File: config.mk
export PLATFORM = sky130hd
export DESIGN_NAME = uart_tx_arbiter
export DESIGN_NICKNAME = d
export VERILOG_FILES = /design/src/rtl/uart_tx_arbiter.sv
export SDC_FILE = /design/constraint.sdc
export NUM_CORES = 1
export LEC_CHECK = 0
export BUFFER_PORTS_ARGS = -buffer_cell sky130_fd_sc_hd__clkbuf_2
export CAP_MARGIN = 20
export CORE_AREA = 4 4 60 76
export CTS_CLUSTER_DIAMETER = 60
export CTS_CLUSTER_SIZE = 24
export DETAILED_ROUTE_END_ITERATION = 10
export DIE_AREA = 0 0 64 80
export GPL_ROUTABILITY_DRIVEN = 0
export HOLD_SLACK_MARGIN = 0.15
export PLACE_DENSITY = 0.85
export RECOVER_POWER = 25
export SETUP_SLACK_MARGIN = 0.15
export SLEW_MARGIN = 20
export SYNTH_ARGS = -nofsm -noshare
export SYNTH_HDL_FRONTEND = slang
export SYNTH_SLANG_ARGS = --single-unit
File: constraint.sdc
create_clock -name i_clock -period 2.9 [get_ports i_clock]
set_clock_uncertainty 0.1 [all_clocks]
set_input_delay 0.145 -clock i_clock [delete_from_list [all_inputs] [get_ports i_clock]]
set_output_delay 0.145 -clock i_clock [all_outputs]
set_load 0.02 [all_outputs]
File: src/rtl/uart_tx_arbiter.sv
// uart_tx_arbiter: shares one UART transmitter between NUM_REQ byte producers.
// Round-robin grant of one byte at a time. The arbiter issues a start pulse with the
// byte and waits for the transmitter's done pulse. A watchdog aborts the wait if done
// never arrives.
//
// Ports:
//   i_clock      system clock, rising edge
//   i_reset      asynchronous active-low reset
//   i_req        level request per requester, held until granted
//   i_data       flattened bytes, requester k at [k*DATA_WIDTH +: DATA_WIDTH]
//   i_tx_done    one-cycle done pulse from the transmitter
//   o_grant      one-hot, one-cycle pulse: the requester's byte was consumed
//   o_tx_signal  one-cycle start pulse to the transmitter
//   o_tx_byte    registered byte, held until the next grant
//   o_owner      index of the last granted requester
//   o_busy       high whenever not idle
//   o_timeout    one-cycle pulse on watchdog abort
module uart_tx_arbiter #(
  parameter int unsigned NUM_REQ        = 4,
  parameter int unsigned DATA_WIDTH     = 8,
  parameter int unsigned TIMEOUT_CYCLES = 65535,
  parameter int unsigned CNT_WIDTH      = 16
) (
  input  logic                          i_clock,
  input  logic                          i_reset,
  input  logic [NUM_REQ-1:0]            i_req,
  input  logic [NUM_REQ*DATA_WIDTH-1:0] i_data,
  input  logic                          i_tx_done,
  output logic [NUM_REQ-1:0]            o_grant,
  output logic                          o_tx_signal,
  output logic [DATA_WIDTH-1:0]         o_tx_byte,
  output logic [$clog2(NUM_REQ)-1:0]    o_owner,
  output logic                          o_busy,
  output logic                          o_timeout
);

  localparam int unsigned OwnerW = $clog2(NUM_REQ);

  typedef enum logic [1:0] {StIdle, StWait, StGap} state_e;

  state_e                  state_q, state_d;
  logic [OwnerW-1:0]       last_q, last_d;
  logic [CNT_WIDTH-1:0]    cnt_q, cnt_d;
  logic [NUM_REQ-1:0]      grant_q, grant_d;
  logic                    tx_signal_q, tx_signal_d;
  logic [DATA_WIDTH-1:0]   tx_byte_q, tx_byte_d;
  logic [OwnerW-1:0]       owner_q, owner_d;
  logic                    timeout_q, timeout_d;

  logic [DATA_WIDTH-1:0]   req_bytes [NUM_REQ];
  logic                    win_found;
  logic [OwnerW-1:0]       win_idx;
  logic [OwnerW-1:0]       cand;

  for (genvar k = 0; k < NUM_REQ; k++) begin : g_bytes
    assign req_bytes[k] = i_data[k*DATA_WIDTH +: DATA_WIDTH];
  end

  // Search last+1, last+2, ... (mod NUM_REQ); the first set request wins.
  always_comb begin
    win_found = 1'b0;
    win_idx   = '0;
    cand      = '0;
    for (int unsigned i = 1; i <= NUM_REQ; i++) begin
      cand = OwnerW'((32'(last_q) + i) % NUM_REQ);
      if (!win_found && i_req[cand]) begin
        win_found = 1'b1;
        win_idx   = cand;
      end
    end
  end

  always_comb begin
    state_d     = state_q;
    last_d      = last_q;
    cnt_d       = cnt_q;
    grant_d     = '0;
    tx_signal_d = 1'b0;
    tx_byte_d   = tx_byte_q;
    owner_d     = owner_q;
    timeout_d   = 1'b0;
    unique case (state_q)
      StIdle: begin
        if (win_found) begin
          grant_d[win_idx] = 1'b1;
          tx_signal_d      = 1'b1;
          tx_byte_d        = req_bytes[win_idx];
          owner_d          = win_idx;
          last_d           = win_idx;
          cnt_d            = '0;
          state_d          = StWait;
        end
      end
      StWait: begin
        // Done wins over a timeout landing in the same cycle.
        if (i_tx_done) begin
          state_d = StGap;
        end else if (TIMEOUT_CYCLES != 0 && cnt_q == CNT_WIDTH'(TIMEOUT_CYCLES - 1)) begin
          timeout_d = 1'b1;
          state_d   = StIdle;
        end else if (cnt_q != '1) begin
          cnt_d = cnt_q + CNT_WIDTH'(1);
        end
      end
      // One idle cycle so the transmitter settles before the next start pulse.
      StGap: state_d = StIdle;
      default: state_d = StIdle;
    endcase
  end

  always_ff @(posedge i_clock or negedge i_reset) begin
    if (!i_reset) begin
      state_q     <= StIdle;
      last_q      <= OwnerW'(NUM_REQ - 1);
      cnt_q       <= '0;
      grant_q     <= '0;
      tx_signal_q <= 1'b0;
      tx_byte_q   <= '0;
      owner_q     <= '0;
      timeout_q   <= 1'b0;
    end else begin
      state_q     <= state_d;
      last_q      <= last_d;
      cnt_q       <= cnt_d;
      grant_q     <= grant_d;
      tx_signal_q <= tx_signal_d;
      tx_byte_q   <= tx_byte_d;
      owner_q     <= owner_d;
      timeout_q   <= timeout_d;
    end
  end

  assign o_grant     = grant_q;
  assign o_tx_signal = tx_signal_q;
  assign o_tx_byte   = tx_byte_q;
  assign o_owner     = owner_q;
  assign o_busy      = (state_q != StIdle);
  assign o_timeout   = timeout_q;

endmodule

# ---- Word level (Yosys, flattened, before mapping)
# Cells that the tools add are included.
dict set report word_totals {
  ff_bits 36
  latch_bits 0
  mem_bits_rw 0
  rom_bits 0
  in_bits 39
  memories 0
}
dict set report classes {
  addsub 5
  mul 0
  div 0
  magnitude_cmp 7
  n_eq_ne 8
  shift 0
  muxes 37
  bitwise 1
  reduce_logical 13
}
# cell n
set ops {}
lappend ops {{$mux W16} 4}
lappend ops {{$pmux W16 S2} 1}
lappend ops {{$add A16 B1 Y16 const B} 1}
lappend ops {{$bmux W8 S2} 1}
lappend ops {{$eq A16 B16 Y1 const B} 1}
lappend ops {{$mux W8} 2}
lappend ops {{$ne A16 B16 Y1 const B} 1}
lappend ops {{$lt A2 B3 Y1 const B} 5}
lappend ops {{$mux W1} 14}
lappend ops {{$mux W2} 7}
lappend ops {{$bmux W1 S2} 4}
lappend ops {{$mux W4} 2}
lappend ops {{$ne A2 B2 Y1 const B} 4}
lappend ops {{$reduce_and A5 Y1} 1}
lappend ops {{$add A2 B1 Y2 const B} 2}
lappend ops {{$add A2 B2 Y2 const B} 2}
lappend ops {{$logic_and A1 B1 Y1} 4}
lappend ops {{$pmux W2 S2} 1}
lappend ops {{$reduce_and A2 Y1} 2}
lappend ops {{$reduce_bool A2 Y1} 2}
lappend ops {{$ge A3 B3 Y1 const B} 1}
lappend ops {{$logic_not A1 Y1} 3}
lappend ops {{$ne A3 B3 Y1 const B} 1}
lappend ops {{$not A2 Y3} 1}
lappend ops {{4 further kinds} 4}

# ---- Longest topological paths before layout
# Gate-level depths: netlist (run 1).
dict set report logic_depth {
  word_depth 19
  mapped_depth 8
  depth_no_buf 6
}

# ---- Worst setup path before layout (run 1)
# OpenSTA, ideal clock, no wires.
dict set report synth_path {
  path_kind {register -> register}
  start {register cnt_q[0]}
  end {register cnt_q[13]}
  setup_ns 0.077
  t_arrival_ns 1.906
  slack_ns 0.816
  path_stages_with_launch 7
  period_less_slack_ns 2.084
  path_cell_list {dfrtp_1 -> ha_1 -> o32ai_2 -> o21ba_1 -> buf_6 -> or4_1 -> a21oi_1}
}
dict set report synth_via {
  elab_chain_len 5
  elab_cells_between_ends 10
}
# element line_no
set synth_rtl {}
lappend synth_rtl {{start, declared} 43} ;# logic [CNT_WIDTH-1:0] cnt_q, cnt_d;
lappend synth_rtl {{start signal, assigned} 124} ;# cnt_q <= cnt_d;
lappend synth_rtl {{$add A16 B1 Y16} 102} ;# cnt_d = cnt_q + CNT_WIDTH'(1);
lappend synth_rtl {{$mux W16} 101} ;# end else if (cnt_q != '1) begin
lappend synth_rtl {{$mux W16} 98} ;# end else if (TIMEOUT_CYCLES != 0 && cnt_q == CNT_WIDTH'(TIMEOUT_CYCLES - 1)) begin
lappend synth_rtl {{$mux W16} 96} ;# if (i_tx_done) begin
lappend synth_rtl {{$pmux W16 S2} 82} ;# unique case (state_q)
# Several ways; a longest one is shown, not always the timed one. The select of a mux whose other input is x is not followed.
# A chain may end at the register's enable or synchronous reset.

# ---- Worst setup path in the final report (run 1)
dict set report layout_path {
  start {register last_q[1]}
  end {register tx_byte_q[3] (netlist: o_tx_byte[3])}
}
dict set report layout_via {
  elab_chain_len 17
  elab_cells_between_ends 31
}
# element line_no
set layout_rtl {}
lappend layout_rtl {{start, declared} 42} ;# logic [OwnerW-1:0] last_q, last_d;
lappend layout_rtl {{start signal, assigned} 114} ;# last_q <= OwnerW'(NUM_REQ - 1);
lappend layout_rtl {{start signal, assigned} 123} ;# last_q <= last_d;
lappend layout_rtl {{$add A2 B1 Y2} 65} ;# cand = OwnerW'((32'(last_q) + i) % NUM_REQ);
lappend layout_rtl {{$bmux W1 S2} 66} ;# if (!win_found && i_req[cand]) begin
lappend layout_rtl {{$mux W1 (not written as such)} 66}
lappend layout_rtl {{$mux W1} 66}
lappend layout_rtl {{$logic_not A1 Y1} 66}
lappend layout_rtl {{$logic_and A1 B1 Y1} 66}
lappend layout_rtl {{$mux W1} 66}
lappend layout_rtl {{$logic_not A1 Y1} 66}
lappend layout_rtl {{$logic_and A1 B1 Y1} 66}
lappend layout_rtl {{$mux W1} 66}
lappend layout_rtl {{$logic_not A1 Y1} 66}
lappend layout_rtl {{$logic_and A1 B1 Y1} 66}
lappend layout_rtl {{$mux W2} 66}
lappend layout_rtl {{$not A2 Y3 (not written as such)} 87} ;# tx_byte_d = req_bytes[win_idx];
lappend layout_rtl {{$bmux W8 S2} 87}
lappend layout_rtl {{$mux W8 (not written as such) (2 in a row)} 87}
lappend layout_rtl {{end signal, assigned} 127} ;# tx_byte_q <= tx_byte_d;
lappend layout_rtl {{end, declared} 46} ;# logic [DATA_WIDTH-1:0] tx_byte_q, tx_byte_d;
# Several ways; a longest one is shown, not always the timed one. The select of a mux whose other input is x is not followed.

==> impl_results.md, run 1 <==
* Critical-path maximum fanout at 21
* Fraction of synthesized area in multiplexers at 0.0868
* Cell chain of the critical path: nand2b_1 > a21oi_1 > o221ai_2 > buf_4 > mux2i_1 > dlygate4sd3_1 > o221ai_1
* First-pass GRT wire length at a little over 9000 um
* Die area at between 5000 and 6000 um2
* First DRT Iteration DRCs at 105
* RSZ-0062 raised after global routing: no
* Overall global routing resource usage at 0.231
* Final setup violation count at 0
* Cts hold-fix bufs at 34
* Final Cycle Share at 0.894
* Port Buffers at 55
* Cell depth of the worst setup path at 7
* CTS Buffer Depth at 2
* Layout area overhead at 36.3%
* Vias in the first global route at 2006
* CP Class: reg2reg
* Origin of the critical flop-to-flop path: last_q[1]$_DFFE_PN1P_
* Core Footprint at 3780 um2
* Synthesized net count at 239
* Worst R2R End: o_tx_byte[3]$_DFFE_PN0P_
* Cell Area, Synth at 1960 um2
* I/O Pins at 56
* Placed Area at 2270 um2
* Starting density of the core at 0.518
* Clock Latency Late Sink at 0.29 ns
* Outcome: complete, but fails checks
* Residual DRC at 0
* Critical path arrival at 2.63 ns
* Hold_sp: i_req[0]
* Worst path bufs/invs at 2
* Worst hold endpoint: state_q[0]$_DFFE_PN0P_
* Asr flop ratio synth at 1.00
* Final Hold Vio Count at 0
* CTS clk-pin slew, worst paths at approximately 0.080 ns
* Worst Setup Start Kind: flip-flop
* Final core occ at 0.705
* Cell taking the most area after synthesis: dfrtp_1
* CTS sink cnt at 36
* Largest family of logic cells by synthesized area: simple AND/OR/NAND/NOR gates
* Highest ir drop seen on vdd at 0.611 mV
* Fin nets at between 300 and 400
* CP max-delay cell: dfstp_2
* Setup TNS at 0 ns
* Worst Setup End Kind: flip-flop
* Initial antenna violation count at 0
* Worst hold path depth at 5
* Yosys reg bits at 36
* Post-Synth XOR/XNOR Area at 0.0358
* EDFF count, synth at 0
* Sequential share of the synthesized area at 0.461
* Top cells by area, synth: dfrtp_1, mux2i_1, nand2_1
* Static leakage at 1.23 nW
* Vias at between 1500 and 2000
* Pwr dens at around 790 nW/um2
* Placement Rows at 25
* Largest net degree at the start of global routing at 37
* Post-Synth Adder-Cell Area at 0.0128
* Worst endpoint required time at roughly 2.9 ns
* Routed wire per std cell at 16.1 um
* CTS H-tree depth at 2
* Die outline height at approximately 80 um
* Failing checks: max-capacitance violations, max-slew violations
* Routed vias/inst at 5.72
* Max-cap violations at 1
* Postcts setup bufs at 0
* Slack of the worst reg-to-reg path at 0.31 ns
* TritonCTS clock tree: done
* Hold WS at 0.235 ns
* HP Class: in2reg
* Total design power at 2.10 mW
* Family with the most delay on the worst path: buffers and inverters
* Avg Cell Area, Syn at 9.90 um2
* Synth Instances at about 200
* Relative slew margins at -0.182
* Synth Area in Compound Gates at 0.154
* Cts repair resizes at 0
* Max Freq at between 300 and 400 MHz
* TritonRoute pass-1 iters at 4
* Max incr delay on CP at 0.60 ns
* Synth cell types at 43
* Minimum clock period at 2.59 ns
* Hpwl dp at 3270 um
* Die W at 64 um
* GR Overflow Total at 0
* Synth top area share at 0.434
* Final wirelength at 5490 um
* Antenna-violating nets left at 0
* Post-synthesis simple-gate area fraction at 0.211
* Share of cells above drive strength 1 at 0.199
* Root buf cell: clkbuf_8
* Cts bufs inserted at 5
* Slew Viols, Final at 37
* Design Area, Final at 2670 um2
* R2R depth at 7
* Main synth FF type: dfrtp_1
* Least-Margin Pin Slew at 1.77 ns
* Ant diodes at 0
* Yosys warns at 0
==> sequential cells by signal, indices dropped and copies added (netlist names) <==
signal / cells
o_tx_byte: 8
cnt_q: 16
o_grant: 4
o_owner: 2
state_q: 2
last_q: 2
o_timeout: 1
o_tx_signal: 1
==> metrics by stage <==
stage | std cells | worst slack (ns)
finish | 341 | 0.308
global route | 341 | 0.207
CTS | 341 | 0.511
detailed placement | 299 | 0.598
global placement | 299 | 0.704
floorplan | 198 | 0.816
==> cells by family after synthesis <==
group                    Yosys count
AND/OR/NAND/NOR                   78
AO/OA/AOI/OAI                     42
flip-flops                        36
multiplexers                      17
buffers and inverters             15
XOR/XNOR                           8
adder cells (fa/ha/maj)            2
==> synth_stat cells (all sizes together) (4+ instances only) <==
library cell	count
a21oi	10
and3	5
buf	6
clkbuf	4
dfrtp	34
inv	5
mux2i	17
nand2	22
nand2b	4
nand3	4
nand4	4
nor2	17
o211ai	5
o21ai	6
o221ai	9
or3	4
xor2	7
==> how the worst max path moves through the flow <==
stage	start	end	slack, ns
floorplan	cnt_q[0]$_DFFE_PN0P_	cnt_q[13]$_DFFE_PN0P_	0.82
detailed placement	state_q[0]$_DFFE_PN0P_	o_tx_byte[4]$_DFFE_PN0P_	0.60
finish	last_q[1]$_DFFE_PN1P_	o_tx_byte[3]$_DFFE_PN0P_	0.31
CTS	last_q[1]$_DFFE_PN1P_	o_tx_byte[3]$_DFFE_PN0P_	0.51
global route	last_q[1]$_DFFE_PN1P_	o_tx_byte[3]$_DFFE_PN0P_	0.21
global placement	state_q[0]$_DFFE_PN0P_	o_tx_byte[5]$_DFFE_PN0P_	0.70
==> layer usage <==
metal  global-route usage  wire, um
met3               0.0620       369
met2                0.399      2750
met5                    0         0
met1                0.262      2180
met4                0.110       187
==> report_power, final <==
part           internal (mW)  switching [mW]
sequential             0.647           0.127
clock                  0.168           0.171
combinational          0.385           0.599
==> final cells by class <==
class                      instances  area, um2
clock inverter                     2       12.5
multi-input combinational        147        986
clock buffer                       6       72.6
tap                               54       67.6
sequential                        36        903
inverter                           5       18.8
timing repair buffer              91        609
fill                             267       1110
==> tightest hold or removal path, stage by stage <==
cell and delay (ns):
clkbuf_2 0.12, nor4_2 0.08, nor2_1 0.10, a31oi_1 0.05, nor2_1 0.08
==> placed cells by master (no fill, tap or decap), types with 2 or more instances in the layout <==
master         count
a21oi_1           10
a31oi_1            3
and2_1             2
and3_1             5
and4_1             2
buf_4              2
clkbuf_1          18
clkbuf_2          38
clkbuf_8           5
dfrtp_1           34
dfstp_2            2
dlygate4sd3_1     34
ha_1               2
inv_1              4
mux2i_1           17
nand2_1           22
nand2b_1           3
nand3_1            4
nand4_1            4
nor2_1            17
nor2b_1            2
nor3_1             3
o211ai_1           5
o21ai_0            6
o221ai_1           8
o31ai_1            3
or3_1              4
or4_1              2
xor2_1             7
No activity file was read; power rests on OpenSTA's default activity.
==> run 2, diff against run 1 <==
--- a/config.mk
+++ b/config.mk
@@ -7,11 +7,11 @@
 export LEC_CHECK = 0
 export BUFFER_PORTS_ARGS = -buffer_cell sky130_fd_sc_hd__clkbuf_2
 export CAP_MARGIN = 20
-export CORE_AREA = 4 4 60 76
+export CORE_AREA = 8 8 64 80
 export CTS_CLUSTER_DIAMETER = 60
 export CTS_CLUSTER_SIZE = 24
 export DETAILED_ROUTE_END_ITERATION = 10
-export DIE_AREA = 0 0 64 80
+export DIE_AREA = 0 0 72 88
 export GPL_ROUTABILITY_DRIVEN = 0
 export HOLD_SLACK_MARGIN = 0.15
 export PLACE_DENSITY = 0.85
==> constraint.sdc (replaced) <==
create_clock -name i_clock -period 2.9 [get_ports i_clock]
set_clock_uncertainty 0.1 [all_clocks]
set_input_delay 0.58 -clock i_clock [delete_from_list [all_inputs] [get_ports i_clock]]
set_output_delay 0.58 -clock i_clock [all_outputs]
set_load 0.02 [all_outputs]
==> impl_results.md, run 2 (synthesis results as in run 1) <==
* Routed wire per std cell at 14.1 um (-12%)
* Clock Latency Late Sink at 0.28 ns (about the same)
* Antenna-violating nets left at 0 (unchanged)
* Largest net degree at the start of global routing at 37 (unchanged)
* Final Hold Vio Count at 0 (unchanged)
* Cts hold-fix bufs at 0 (-100%)
* CP Class: reg2reg
* Residual DRC at 0 (unchanged)
* Largest register by flop count: cnt_q
* Die area at 6340 um2 (+24%)
* RSZ-0062 raised after global routing: no
* Worst endpoint required time at 3.01 ns (+0.07 ns)
* Critical-path maximum fanout at 10 (-52%)
* Max Freq at 454 MHz (+18%)
* Initial antenna violation count at 0 (unchanged)
* Worst hold path depth at 2 (-3)
* Pre-CTS WS at 0.549 ns (-0.0484 ns)
* CTS sink cnt at 36 (unchanged)
* Overall global routing resource usage at 0.153 (-0.0784)
* Least-Margin Pin Slew at 1.85 ns (+0.0756 ns)
* Max incr delay on CP at 0.49 ns (-0.11 ns)
* Placed insts at 301 (+0.67%)
* First DRT Iteration DRCs at 48 (-54%)
* Non-Filler Instances at 308 (-9.7%)
* GR Overflow Total at 0 (unchanged)
* Root buf cell: clkbuf_8
* Max reg flops at 16 (unchanged)
* Pwr dens at 840 nW/um2 (+7.0%)
* TritonRoute pass-1 iters at 4 (unchanged)
* Max-cap violations at 1 (unchanged)
* Final Cycle Share at 0.759 (-0.134)
* CP max-delay cell: or4_1
* CTS Buffer Depth at 2 (unchanged)
* Core Footprint at 3940 um2 (+4.0%)
* Critical path arrival at 2.31 ns (-0.32 ns)
* Highest ir drop seen on vdd at 0.512 mV (-16%)
* Die W at 72 um (+13%)
* Outcome: complete, but fails checks
* Most frequent cells in the layout: clkbuf_2, dfrtp_1, nand2_1
* Placement Rows at 26 (+4.0%)
* Static leakage at 1.15 nW (-6.7%)
* Cell chain of the critical path: ha_1 > o32ai_2 > o21ba_1 > or4_1 > a21oi_1
* Hpwl dp at 3430 um (+4.9%)
* Final setup violation count at 0 (unchanged)
* Layout area overhead at 20.6%
* Port Buffers at 55 (unchanged)
* Worst Setup End Kind: flip-flop
* Worst Slack Setup Final at 0.698 ns (+0.390 ns)
* Failing checks: max-capacitance violations, max-slew violations
* Die outline height at 88 um (+10%)
* CTS clk-pin slew, worst paths at 0.07 ns (about the same)
* Worst Setup Start Kind: flip-flop
* Final wirelength at 4360 um (-21%)
* TritonCTS clock tree: done
* First-pass GRT wire length at 7620 um (-18%)
* Share of cells above drive strength 1 at 0.290 (+0.0911)
* Vias at 1694 (-13%)
* Leading cell type in the layout, fill and taps excluded: clkbuf_2
* Slew Viols, Final at 37 (unchanged)
* Relative slew margins at -0.233 (-0.0504)
* I/O Pins at 56 (unchanged)
* Postcts setup bufs at 0 (unchanged)
* Cts repair resizes at 0 (unchanged)
* Routed vias/inst at 5.50 (-3.9%)
* Cell depth of the worst setup path at 5 (-2)
* Vias in the first global route at 1761 (-12%)
* Cts bufs inserted at 5 (unchanged)
* CTS H-tree depth at 2 (unchanged)
* HP Class: reg2reg
* Starting density of the core at 0.498 (-0.0199)
* Minimum clock period at 2.20 ns (-0.390 ns)
* Worst path bufs/invs at 0 (-2)
* Setup TNS at 0 ns (unchanged)
* Family with the most delay on the worst path: compound AO/OA/AOI/OAI gates
* Ant diodes at 0 (unchanged)
* Fin nets at 293 (-10%)
* R2R depth at 5 (-2)
## run 2: changes by cell type in the layout (fill, tap and decap cells not counted)
| cell | before | now |
|---|---|---|
| clkinv_2 | 1 | 0 |
| dlygate4sd3_1 | 34 | 0 |
| clkbuf_8 | 5 | 7 |
| clkbuf_2 | 38 | 54 |
| clkinvlp_4 | 1 | 0 |
| clkbuf_1 | 18 | 1 |
## run 2: cell type report
type,instances,area [um2]
inverter,5,18.8
clock buffer,7,96.3
multi-input combinational,147,986
fill,331,1570
tap,56,70.1
timing repair buffer,57,289
sequential,36,903
## run 2: power by group
| group | leakage, nW | total, mW | switching (mW) | internal [mW] |
|---|---|---|---|---|
| clock | 0.0503 | 0.378 | 0.166 | 0.211 |
| sequential | 0.470 | 0.757 | 0.110 | 0.647 |
| combinational | 0.630 | 0.851 | 0.527 | 0.324 |
| total | 1.15 | 1.99 | 0.803 | 1.18 |
## run 2: metal layers
| layer | track usage | wire length (um) |
|---|---|---|
| met5 | 0 | 0 |
| met4 | 0.0652 | 72 |
| met3 | 0.0710 | 375 |
| met2 | 0.260 | 2120 |
| met1 | 0.158 | 1790 |
## run 2: final timing paths
check	startpoint	slack [ns]	end
setup / recovery	cnt_q[0]$_DFFE_PN0P_	0.70	cnt_q[13]$_DFFE_PN0P_
hold / removal	o_owner[1]$_DFFE_PN0P_	0.38	o_owner[1]$_DFFE_PN0P_
setup reg to reg	cnt_q[0]$_DFFE_PN0P_	0.70	cnt_q[13]$_DFFE_PN0P_
hold reg to reg	o_owner[1]$_DFFE_PN0P_	0.38	o_owner[1]$_DFFE_PN0P_
max in group asynchronous	i_reset	0.94	cnt_q[1]$_DFFE_PN0P_
min in group asynchronous	i_reset	0.69	cnt_q[9]$_DFFE_PN0P_
## run 2: per-stage QoR
step	instance area [um2]	power (mW)	hold slack, ns	util
floorplan	1960	1.40	0.184	-
global placement	2270	1.60	0.368	0.576
detailed placement	2270	1.63	0.372	0.576
CTS	2360	2.01	0.331	0.601
global route	2360	2.12	0.411	0.600
finish	2360	1.99	0.381	0.600
## run 2: worst min-delay path, cell delays in order (launching register included)
cell	delay, ns
dfrtp_1	0.35
nand2_1	0.05
nand2_1	0.05
==> run 3, diff against run 2 <==
--- a/config.mk
+++ b/config.mk
@@ -5,13 +5,14 @@
 export SDC_FILE = /design/constraint.sdc
 export NUM_CORES = 1
 export LEC_CHECK = 0
+export ABC_AREA = 1
 export BUFFER_PORTS_ARGS = -buffer_cell sky130_fd_sc_hd__clkbuf_2
 export CAP_MARGIN = 20
-export CORE_AREA = 8 8 64 80
+export CORE_AREA = 8 8 71 89
 export CTS_CLUSTER_DIAMETER = 60
 export CTS_CLUSTER_SIZE = 24
 export DETAILED_ROUTE_END_ITERATION = 10
-export DIE_AREA = 0 0 72 88
+export DIE_AREA = 0 0 79 97
 export GPL_ROUTABILITY_DRIVEN = 0
 export HOLD_SLACK_MARGIN = 0.15
 export PLACE_DENSITY = 0.85
==> constraint.sdc (replaced) <==
create_clock -name i_clock -period 2.2 [get_ports i_clock]
set_clock_uncertainty 0.1 [all_clocks]
set_input_delay 0.44 -clock i_clock [delete_from_list [all_inputs] [get_ports i_clock]]
set_output_delay 0.44 -clock i_clock [all_outputs]
set_load 0.02 [all_outputs]
==> impl_results.md, run 3 <==
* Yosys reg bits at 36 (unchanged)
* CP max-delay cell: dfstp_2
* Critical path arrival at 2.27 ns (-0.04 ns)
* Worst Setup End Kind: flip-flop
* Pre-CTS WS at -0.329 ns (-0.878 ns)
* HP Class: in2reg
* Synth cell types at 36 (-16%)
* First-pass GRT wire length at 11700 um (+53%)
* Starting density of the core at 0.532 (+0.0339)
* Cell chain of the critical path: clkinv_4 > nand2_2 > nand2_2 > nand2_1 > nand2_2 > nand2_2 > nand2_4 > nor2_4 > nand2_8 > buf_6 > nand2_4 > nand2_2 > nand3_2 > nand2_1 > nand2_1 > nand2_1
* Final setup violation count at 0 (unchanged)
* Layout area overhead at 32.4%
* Largest register by flop count: cnt_q
* Minimum clock period at 2.17 ns (-0.0275 ns)
* Critical-path maximum fanout at 6 (-4)
* Highest ir drop seen on vdd at 1.77 mV (+250%)
* Initial antenna violation count at 0 (unchanged)
* GR Overflow Total at 0 (unchanged)
* Max Freq at 460 MHz (+1.3%)
* Core Footprint at 4930 um2 (+25%)
* Share of cells above drive strength 1 at 0.342 (+0.0520)
* Die W at 79 um (+9.7%)
* Worst R2R End: o_tx_byte[3]$_DFFE_PN0P_
* Final Hold Vio Count at 0 (unchanged)
* Die outline height at 97 um (+10%)
* Synth Instances at 380 (+92%)
* Hold_sp: i_tx_done
* Synth top area share at 0.324 (-0.110)
* Final wirelength at 7410 um (+70%)
* Main synth FF type: dfrtp_1
* I/O Pins at 56 (unchanged)
* Cts bufs inserted at 5 (unchanged)
* Family with the most delay on the worst path: simple AND/OR/NAND/NOR gates
* Slew Viols, Final at 0 (-100%)
* Worst Setup Start Kind: flip-flop
* Cell Area, Synth at 2620 um2 (+34%)
* CTS sink cnt at 36 (unchanged)
* Pwr dens at 1500 nW/um2 (+79%)
* Port Buffers at 55 (unchanged)
* CTS Buffer Depth at 2 (unchanged)
* Placement Rows at 29 (+12%)
* Root buf cell: clkbuf_8
* Max reg flops at 16 (unchanged)
* Ant diodes at 0 (unchanged)
* Antenna-violating nets left at 0 (unchanged)
* EDFF count, synth at 0 (unchanged)
* Overall global routing resource usage at 0.182 (+0.0288)
* Routed wire per std cell at 13.7 um (-2.9%)
* Relative slew margins at 0.195 (+0.427)
* Static leakage at 1.90 nW (+65%)
* Worst hold endpoint: o_timeout$_DFF_PN0_
* Filler cells at 395 (+19%)
* RSZ-0062 raised after global routing: yes
* Worst path bufs/invs at 2 (+2)
* Die area at 7660 um2 (+21%)
* Max-cap violations at 0 (-1)
* First DRT Iteration DRCs at 193 (+300%)
* Largest net degree at the start of global routing at 24 (-35%)
* CTS clk-pin slew, worst paths at 0.08 ns (about the same)
* Vias in the first global route at 2779 (+58%)
* Leading cell type in the layout, fill and taps excluded: nand2_1
* Least-Margin Pin Slew at 1.21 ns (-0.641 ns)
* CP Class: reg2reg
* Worst hold path depth at 2 (unchanged)
* TritonCTS clock tree: done
* Top cells by area, synth: dfrtp_1, nand2_1, nand3_1
* Residual DRC at 0 (unchanged)
* Yosys warns at 0 (unchanged)
* Routed vias/inst at 5.18 (-5.8%)
* Avg Cell Area, Syn at 6.90 um2 (-30%)
* Worst endpoint required time at 2.29 ns (-0.72 ns)
* Hpwl dp at 4960 um (+45%)
* Vias at 2794 (+65%)
* Final core occ at 0.704 (+0.103)
* Sequential share of the synthesized area at 0.344 (-0.117)
* Post-synth top cells: nand2_1, inv_1, nand3_1, nor2_1, dfrtp_1
* Origin of the critical flop-to-flop path: last_q[0]$_DFFE_PN1P_
* R2R depth at 16 (+11)
* Slack of the worst reg-to-reg path at 0.03 ns (-0.67 ns)
* Max incr delay on CP at 0.59 ns (+0.10 ns)
* TritonRoute pass-1 iters at 6 (+2)
* Most frequent CP cell: nand2_2
* CTS H-tree depth at 2 (unchanged)
* Asr flop ratio synth at 1.00 (unchanged)
* Most frequent cells in the layout: nand2_1, clkbuf_2, inv_1
* Outcome: finished, final reports clean
* Synthesized net count at 421 (+76%)
* Fin nets at 517 (+76%)
* Cell taking the most area after synthesis: dfrtp_1
* Worst Slack Setup Final at 0.0254 ns (-0.672 ns)
* Final Cycle Share at 0.988 (+0.229)
* Most numerous cell in the Yosys netlist: nand2_1
* Clock Latency Late Sink at 0.30 ns (+0.02 ns)
run 3: cells by family (layout without fill, tap and decap cells):
logic type	Yosys count	in the layout	synth area share
fa+ha+maj	2	2	0.00954
simple gates	256	259	0.476
xor+xnor	12	12	0.0401
compound gates	5	5	0.0100
flops	36	36	0.344
buf+inv	69	163	0.120
run 3: metal layers:
metal / global-route usage / share of wire
met5: 0 / 0
met4: 0.0658 / 0.032
met3: 0.0380 / 0.048
met2: 0.336 / 0.53
met1: 0.192 / 0.39
run 3: worst register-to-register path: stages (launching register included):
cell and delay [ns]:
dfstp_2 0.59, clkinv_4 0.10, nand2_2 0.07, nand2_2 0.06, nand2_1 0.08, nand2_2 0.08, nand2_2 0.09, nand2_4 0.09
nor2_4 0.19, nand2_8 0.12, buf_6 0.15, nand2_4 0.09, nand2_2 0.05, nand3_2 0.05, nand2_1 0.06, nand2_1 0.06
nand2_1 0.04
run 3: how the worst max path moves through the flow:
| stage | slack, ns | start | endpoint | cells after the start |
|---|---|---|---|---|
| after floorplan | 0.25 | last_q[0]$_DFFE_PN1P_ | o_tx_byte[7]$_DFFE_PN0P_ | 17 |
| after global placement | -0.25 | cnt_q[0]$_DFFE_PN0P_ | cnt_q[7]$_DFFE_PN0P_ | 10 |
| after detailed placement | -0.33 | cnt_q[0]$_DFFE_PN0P_ | cnt_q[7]$_DFFE_PN0P_ | 10 |
| after CTS | 0.12 | last_q[0]$_DFFE_PN1P_ | o_tx_byte[0]$_DFFE_PN0P_ | 15 |
| final | 0.03 | last_q[0]$_DFFE_PN1P_ | o_tx_byte[3]$_DFFE_PN0P_ | 16 |
| after global routing | -0.11 | last_q[0]$_DFFE_PN1P_ | o_tx_byte[0]$_DFFE_PN0P_ | 14 |
run 3: report_power, final:
| group | switching (mW) | total [mW] | leakage (nW) | internal [mW] |
|---|---|---|---|---|
| clock network | 0.244 | 0.579 | 0.0541 | 0.335 |
| logic | 2.37 | 3.66 | 1.37 | 1.29 |
| registers | 0.118 | 0.978 | 0.472 | 0.860 |
| total | 2.73 | 5.22 | 1.90 | 2.48 |
run 3: final cells by class:
| type | instances | area (um2) | share of cell area |
|---|---|---|---|
| clock buffers | 5 | 68.8 | 0.0198 |
| clock inverters | 3 | 42.5 | 0.0122 |
| inverters | 57 | 226 | 0.0652 |
| multi-input cells | 278 | 1550 | 0.447 |
| flip-flops and latches | 36 | 903 | 0.260 |
| well taps | 62 | 77.6 | 0.0223 |
| repair buffers | 98 | 603 | 0.174 |
run 3: what timing repair did:
| item | CTS | global route |
|---|---|---|
| pin swaps | 3 | 13 |
| cloned | 2 | 1 |
| endpoints found under the setup margin | 29 | 33 |
| hold buffers | 1 | 0 |
| endpoints found under the hold margin | 19 | 0 |
| buffers inserted | 8 | 10 |
| gates resized for setup | 6 | 30 |
run 3: through the flow:
stage	power [mW]	instances	TNS (ns)	area [um2]	hold slack, ns
after floorplan	3.33	380	0	2620	0.0444
after CTS	4.66	528	0	3290	0.215
after global routing	5.57	539	-0.797	3470	0.233
after global placement	3.70	509	-3.84	3060	0.342
final	5.22	539	0	3470	0.223
after detailed placement	3.79	509	-4.99	3060	0.354
